## src/rtl/sriz_mc_ctrl.sv

```systemverilog
// Multi-cycle fetch/execute/memory/writeback sequencer for the sriz core.
// Owns the PC and instruction latch; raises sticky halt/fault on ebreak, bus error, timeout or misaligned PC.
module sriz_mc_ctrl #(
    parameter int unsigned     XLEN     = 32,
    parameter logic [XLEN-1:0] RESET_PC = 32'h8000_0000,
    parameter int unsigned     TIMEOUT  = 255,
    parameter int unsigned     CNT_W    = 64
) (
    input  logic             clk_i,
    input  logic             rst_ni,
    output logic             if_req_valid_o,
    input  logic             if_req_ready_i,
    output logic [XLEN-1:0]  if_addr_o,
    input  logic             if_rsp_valid_i,
    input  logic [31:0]      if_rsp_inst_i,
    input  logic             if_rsp_err_i,
    output logic [31:0]      inst_o,
    output logic [XLEN-1:0]  pc_o,
    input  logic             dec_load_i,
    input  logic             dec_store_i,
    input  logic             dec_jump_i,
    input  logic             dec_rd_wen_i,
    input  logic             dec_brk_i,
    input  logic [XLEN-1:0]  next_pc_i,
    output logic             ls_req_valid_o,
    input  logic             ls_req_ready_i,
    input  logic             ls_rsp_valid_i,
    input  logic             ls_rsp_err_i,
    output logic             rsp_ready_o,
    output logic             reg_wen_o,
    output logic             halted_o,
    output logic             fault_o,
    output logic [1:0]       fault_cause_o,
    output logic [CNT_W-1:0] minstret_o
);

    // state   | meaning
    // IDLE    | first cycle after reset, PC alignment check
    // IF_REQ  | fetch request offered at pc
    // IF_WAIT | waiting for the instruction response
    // EXEC    | decode/EXU settle, pick next step
    // LS_REQ  | data request offered
    // LS_WAIT | waiting for the data response
    // WB      | register write strobe, PC update, retire
    // HALT    | ebreak retired, frozen until reset
    // FAULT   | error, frozen until reset
    typedef enum logic [3:0] {
        IDLE, IF_REQ, IF_WAIT, EXEC, LS_REQ, LS_WAIT, WB, HALT, FAULT
    } state_e;

    localparam int unsigned TW          = $clog2(TIMEOUT + 1) + 1;
    localparam logic [1:0]  CAUSE_BUS   = 2'd1;
    localparam logic [1:0]  CAUSE_TMO   = 2'd2;
    localparam logic [1:0]  CAUSE_ALIGN = 2'd3;

    state_e           state_q;
    logic [XLEN-1:0]  pc_q, pc_d;
    logic [31:0]      inst_q;
    logic [CNT_W-1:0] minstret_q, minstret_d;
    logic [TW-1:0]    wait_cnt_q, wait_cnt_d;
    logic             halted_q, fault_q;
    logic [1:0]       cause_q;
    logic             tmo_hit;

    always_comb begin
        pc_d       = dec_jump_i ? next_pc_i : pc_q + XLEN'(4);
        minstret_d = minstret_q + CNT_W'(1);
        wait_cnt_d = wait_cnt_q + TW'(1);
        tmo_hit    = (TIMEOUT != 0) && (wait_cnt_d == TW'(TIMEOUT));
    end

    always_ff @(posedge clk_i or negedge rst_ni) begin
        if (!rst_ni) begin
            state_q    <= IDLE;
            pc_q       <= RESET_PC;
            inst_q     <= '0;
            minstret_q <= '0;
            wait_cnt_q <= '0;
            halted_q   <= 1'b0;
            fault_q    <= 1'b0;
            cause_q    <= 2'd0;
        end else begin
            case (state_q)
                IDLE: begin
                    if (pc_q[1:0] != 2'b00) begin
                        state_q <= FAULT;
                        fault_q <= 1'b1;
                        cause_q <= CAUSE_ALIGN;
                    end else begin
                        state_q <= IF_REQ;
                    end
                end
                IF_REQ: begin
                    if (if_req_ready_i) begin
                        state_q    <= IF_WAIT;
                        wait_cnt_q <= '0;
                    end
                end
                IF_WAIT: begin
                    // A response in the limit cycle is taken before the timeout.
                    if (if_rsp_valid_i) begin
                        if (if_rsp_err_i) begin
                            state_q <= FAULT;
                            fault_q <= 1'b1;
                            cause_q <= CAUSE_BUS;
                        end else begin
                            inst_q  <= if_rsp_inst_i;
                            state_q <= EXEC;
                        end
                    end else if (tmo_hit) begin
                        state_q <= FAULT;
                        fault_q <= 1'b1;
                        cause_q <= CAUSE_TMO;
                    end else begin
                        wait_cnt_q <= wait_cnt_d;
                    end
                end
                EXEC: begin
                    if (dec_brk_i) begin
                        state_q    <= HALT;
                        halted_q   <= 1'b1;
                        minstret_q <= minstret_d;
                    end else if (dec_load_i || dec_store_i) begin
                        state_q <= LS_REQ;
                    end else begin
                        state_q <= WB;
                    end
                end
                LS_REQ: begin
                    if (ls_req_ready_i) begin
                        state_q    <= LS_WAIT;
                        wait_cnt_q <= '0;
                    end
                end
                LS_WAIT: begin
                    if (ls_rsp_valid_i) begin
                        if (ls_rsp_err_i) begin
                            state_q <= FAULT;
                            fault_q <= 1'b1;
                            cause_q <= CAUSE_BUS;
                        end else begin
                            state_q <= WB;
                        end
                    end else if (tmo_hit) begin
                        state_q <= FAULT;
                        fault_q <= 1'b1;
                        cause_q <= CAUSE_TMO;
                    end else begin
                        wait_cnt_q <= wait_cnt_d;
                    end
                end
                WB: begin
                    pc_q       <= pc_d;
                    minstret_q <= minstret_d;
                    if (pc_d[1:0] != 2'b00) begin
                        state_q <= FAULT;
                        fault_q <= 1'b1;
                        cause_q <= CAUSE_ALIGN;
                    end else begin
                        state_q <= IF_REQ;
                    end
                end
                HALT:    state_q <= HALT;
                FAULT:   state_q <= FAULT;
                default: state_q <= IDLE;
            endcase
        end
    end

    assign if_req_valid_o = (state_q == IF_REQ);
    assign ls_req_valid_o = (state_q == LS_REQ);
    assign rsp_ready_o    = (state_q == IF_WAIT) || (state_q == LS_WAIT);
    assign reg_wen_o      = (state_q == WB) && dec_rd_wen_i && !dec_store_i;
    assign if_addr_o      = pc_q;
    assign pc_o           = pc_q;
    assign inst_o         = inst_q;
    assign minstret_o     = minstret_q;
    assign halted_o       = halted_q;
    assign fault_o        = fault_q;
    assign fault_cause_o  = cause_q;

endmodule

```

## config.mk

```make
export PLATFORM = sky130hd
export DESIGN_NAME = sriz_mc_ctrl
export DESIGN_NICKNAME = d
export VERILOG_FILES = /design/src/rtl/sriz_mc_ctrl.sv
export SDC_FILE = /design/constraint.sdc
export NUM_CORES = 1
export LEC_CHECK = 0
export BUFFER_PORTS_ARGS = -buffer_cell sky130_fd_sc_hd__buf_2
export CAP_MARGIN = 10
export CORE_AREA = 2 2 160 162
export DETAILED_ROUTE_END_ITERATION = 12
export DIE_AREA = 0 0 162 164
export GPL_TIMING_DRIVEN = 0
export SLEW_MARGIN = 25
export SYNTH_ARGS = -nofsm -noshare
export SYNTH_HDL_FRONTEND = slang
export SYNTH_SLANG_ARGS = --single-unit
```

## constraint.sdc

```tcl
create_clock -name clk_i -period 2.6 [get_ports clk_i]
set_input_delay 0.52 -clock clk_i [delete_from_list [all_inputs] [get_ports clk_i]]
set_output_delay 0.52 -clock clk_i [all_outputs]
set_load 0.005 [all_outputs]
```

# After elaboration in Yosys (flattened, before gate mapping)
# Cells that the tools add are included.
# op_classes
n_reduce_logical	17
bitwise_logic	1
add_sub_neg	3
muxes	37
eq_ne	18
# op_table
op	count
case mux 64 bit (2 select lines)	1
adder 64 x 1 -> 64 bit, second input constant	1
two-way mux 64 bit	1
two-way mux 9 bit	5
two-way mux 4 bit	9
case mux 4 bit (9 select lines)	1
case mux 9 bit (4 select lines)	1
adder 32 x 3 -> 32 bit, second input constant	1
two-way mux 32 bit	1
two-way mux 2 bit	9
equality test 4 x 3 -> 1 bit, second input constant	4
!= test 2 bit, second input constant	5
AND reduction 5 bit	2
adder 9 x 1 -> 9 bit, second input constant	1
equality test 9 x 8 -> 1 bit, second input constant	1
equality test 4 x 2 -> 1 bit, second input constant	2
case mux 2 bit (4 select lines)	1
nonzero test 4 bit	2
two-way mux 1 bit	7
!= test 3 bit, second input constant	2
AND reduction 2 bit	3
nonzero test 2 bit	3
equality test 4 x 1 -> 1 bit, second input constant	1
equality test 4 bit, second input constant	1
8 further kinds	11
# totals
output_inout_bits	168
input_bits	77
word_cells	84
reg_bits	145

# Depth between registers and ports, before layout
# logic_depth
depth_word	5
ltp_mapped	8
depth_no_buf	7

# Worst setup path after synthesis
# OpenSTA, ideal clock, no wires.
# synth_path
path_kind	input to register
from	in dec_brk_i
to	reg minstret_q[55] (netlist: minstret_o[55])
n_path_buf	1
arrival_time_ns	1.932
required_time_ns	2.476
cell_stages	7
setup_slack_ns	0.544
setup_ns	0.124
cell_sequence	nand3b_1 > a21oi_2 > nand4_4 > nor4_2 > buf_2 > nand4_1 > xnor2_1
# synth_via
elab_chain_cells	2
# synth_rtl
element	line_no	rtl
from (decl)	23	input logic dec_brk_i,
!= test 2 bit (no line)	n/a	
AND reduction 2 bit (no line)	n/a	
to (signal assigned)	122	minstret_q <= minstret_d;
to (signal assigned)	154	minstret_q <= minstret_d;
to (decl)	59	logic [CNT_W-1:0] minstret_q, minstret_d;
# No other way between the ends.
# A chain may end at the register's enable or synchronous reset.

# Final worst setup path
# layout_path
from	reg state_q[0]
to	reg minstret_q[49] (netlist: minstret_o[49])
# layout_via
elab_chain_cells	3
elab_cells_between_ends	6
classes_between	eq/ne (3); mux (1); reduce/logical (2)
# layout_rtl
element	line_no	rtl
from (decl)	56	state_e state_q;
from (signal assigned)	74	state_q <= IDLE;
from (signal assigned)	86	state_q <= FAULT;
from (signal assigned)	90	state_q <= IF_REQ;
equality test 4 x 2 -> 1 bit or equality test 4 x 3 -> 1 bit (tied branches)	83	case (state_q)
!= test 2 bit (no line) or nonzero test 2 bit (tied branches)	n/a	
AND reduction 2 bit (no line)	n/a	
# Parallel ways exist; a longest one is shown, timed or not.

==> flow_metrics.tcl <==
set metrics [dict create \
    status "complete, no violations" \
    cap_violations 0 \
    clk_pin_slew_worst_paths_ns 0.07 \
    ys.flop_type "dfrtp_1" \
    synth_top_family_by_area "simple AND/OR/NAND/NOR gates" \
    multi_input_area_um2 3400 \
    synth-xor-area-share 0.0796 \
    syn_nets 799 \
    synth.distinct_cells 67 \
    nFillCells 2496 \
    hold_class "input port to asynchronous set/reset pin" \
    drtAntennaViolNets 0 \
    wl_per_cell_um 15.6 \
    num_rows 58 \
    yosys.area.top_type "dfrtp_1" \
    synth.most_common_cell "dfrtp_1" \
    drc 0 \
    clock_latency_ns 0.42 \
    slew_headroom 0.521 \
    dpl.hpwl_mm 15.4 \
    dieArea_um2 26600 \
    cts_tree "done" \
    fin_cells 1328 \
    synth_fa_ha_area_frac 0.00679 \
    pwr-share-clk 0.405 \
    syn-cell-area_um2 7370 \
    synth_edf_count 0 \
    cp.arrival_ns 2.77 \
    reg2reg_to "minstret_o[49]" \
    final_nets 1065 \
    cts_root_buf "clkbuf_16" \
    synth-compound-area-share 0.114 \
    grt_max_degree 85 \
    vias 6410 \
    endpoint_kind "register" \
    r2r_setup_slack_ns 0.14 \
    synth_cells 718 \
    ctsHtreeMaxLevel 4 \
    p_int_mw 4.37 \
    first_pass_iters 6 \
    synth_top_area_share 0.489 \
    power_frac_comb 0.160 \
    drive_gt1_frac 0.385 \
    syn2layout_area_growth_pct 31.7 \
    drv_slew 0 \
    tightest_slew_ns 0.711 \
    vdd_drop_max_uv 396 \
    grt.overflow.total 0 \
    period_share 0.947 \
    finClkSkew_ns 0.0137 \
    finalWirelength_mm 20.7 \
    core_um2 24800 \
    required_ns 2.90 \
    fin_util 0.391 \
    critPathLaunch "state_q[0]" \
    setup_viol 0 \
    p_leak_nw 4.67 \
    grt_antenna_before_repair 3 \
    grt_pass1_wl_mm 33.0 \
    io_pins 245 \
    io_buffers 244 \
    grt_pass1_vias 6181 \
    numCtsBuffers 17 \
    max_freq_ghz 0.406 \
    p_switching_mw 1.80 \
    place_congestion 0.847 \
    die_h_um 164 \
    clock-sinks 145 \
    fp.dieW_um 162 \
    drtIter0Drc 281 \
    crit_fanout 10 \
    crit_type "register to register" \
    clock_path_buffers 2 \
    synth_common_cells "dfrtp_1, nand2_1, xnor2_1" \
    period_needed_ns 2.46 \
    synth_async_sr_flop_share 1.00 \
    power_density_nw_per_um2 636 \
    yosys-mux-area-fraction 0.0628 \
    yosysWarnings 0 \
    post_synth_main_area_contributors "dfrtp_1, xnor2_1, mux2_2" \
    postSynthAreaPerCell_um2 10.3 \
    reg2reg_depth 7 \
    sequentialPowerShare 0.435 \
    timing.rr.start "state_q[0]" \
    switching_share 0.292 \
    setup.worst_path.start_class "register" \
    grt.total_usage 0.156 \
    via_per_inst 4.83 \
    yosysSeqAreaShare 0.492 \
    p_total_mw 6.17 \
    synthSimpleGateAreaFrac 0.193 \
    synth-seq-cells 145 \
    post-place-cells 1293 \
    seqCellArea_um2 3630 \
    initial_core_util 0.297 \
    hold_violations 0 \
]
==> per-stage QoR <==
step | area, um^2 | setup WS (ns) | setup TNS, ns | hold WS, ns
global placement | 9010 | -1.27 | -182.31 | 0.455
finish | 9710 | 0.138 | 0 | 0.0108
global route | 9710 | -0.00575 | -0.00575 | 0.0367
detailed placement | 9040 | -0.158 | -1.89 | 0.462
floorplan | 7370 | 0.544 | 0 | 0.224
CTS | 9660 | 0.00156 | 0 | 0.0328
==> cell type report <==
type / instances / area share
Antenna cell: 1 / 0.000258
Tap cell: 330 / 0.0425
Sequential cell: 145 / 0.374
Clock inverter: 15 / 0.0175
Buffer: 57 / 0.0362
Clock buffer: 17 / 0.0438
Timing Repair Buffer: 247 / 0.131
Multi-Input combinational cell: 505 / 0.350
Inverter: 11 / 0.00425
==> what timing repair did <==
item                                    4_1_cts  5_1_grt
hold buffers                                  0        0
pin swaps                                     0        1
buffers inserted                              0        2
endpoints found under the setup margin       23       32
resized for setup                             7       12
==> layer usage <==
metal	vias to the layer above	part of all wire	GRT usage
met5	-	0.00053	0
met4	2	0.016	0.0531
met3	24	0.063	0.0407
met2	201	0.46	0.244
met1	3072	0.46	0.210
li1	3111	-	-
==> registers in the layout, summed over array words and instances (netlist names) <==
name	flops
fault_o	1
state_q	4
halted_o	1
minstret_o	64
if_addr_o	32
wait_cnt_q	9
inst_o	32
fault_cause_o	2
==> power groups by stage <==
stage          clock (mW)  combinational, mW  sequential, mW
2_1_floorplan           0              0.525            2.71
4_1_cts              2.57              0.998            2.68
3_5_place_dp            0              0.990            2.72
5_1_grt              2.67               1.11            2.72
6_report             2.50              0.988            2.69
3_3_place_gp            0              0.975            2.71
==> placed cells by master, fill, tap and decap left out, types with 4 or more instances in the layout <==
cell	n
nor4_1	5
nand3_1	43
o22ai_1	17
or2_2	6
nor2_1	42
mux2_2	34
inv_1	10
clkbuf_1	14
nand2b_1	10
dfrtp_1	142
o21ai_0	26
a21o_1	5
a22oi_1	10
and2_1	5
buf_4	34
buf_2	248
nor2b_1	6
and4_1	9
xor2_1	15
ha_1	4
nor3_1	18
nand4_1	29
clkbuf_16	17
a21oi_1	34
inv_6	5
nand2_1	57
and3_1	10
xnor2_1	52
mux2i_1	8
==> cells by family after synthesis <==
logic type	Yosys count
XOR/XNOR	67
buffers and inverters	68
flip-flops	145
multiplexers	42
adder cells (fa/ha/maj)	4
AO/OA/AOI/OAI	129
AND/OR/NAND/NOR	263
==> how the worst max path moves through the flow <==
stage                           to
floorplan           minstret_o[55]
finish              minstret_o[49]
CTS                 minstret_o[49]
global route             reg_wen_o
global placement     if_addr_o[18]
detailed placement   if_addr_o[26]
==> worst max-delay path: stages (launching register included) <==
cell and delay [ns]:
dfrtp_2 0.47, nand2b_1 0.34, a21oi_4 0.32, nand4_4 0.22
nor4_4 0.42, clkbuf_4 0.29, nand4_1 0.13, xnor2_1 0.16
(Power assumes the default switching activity.)
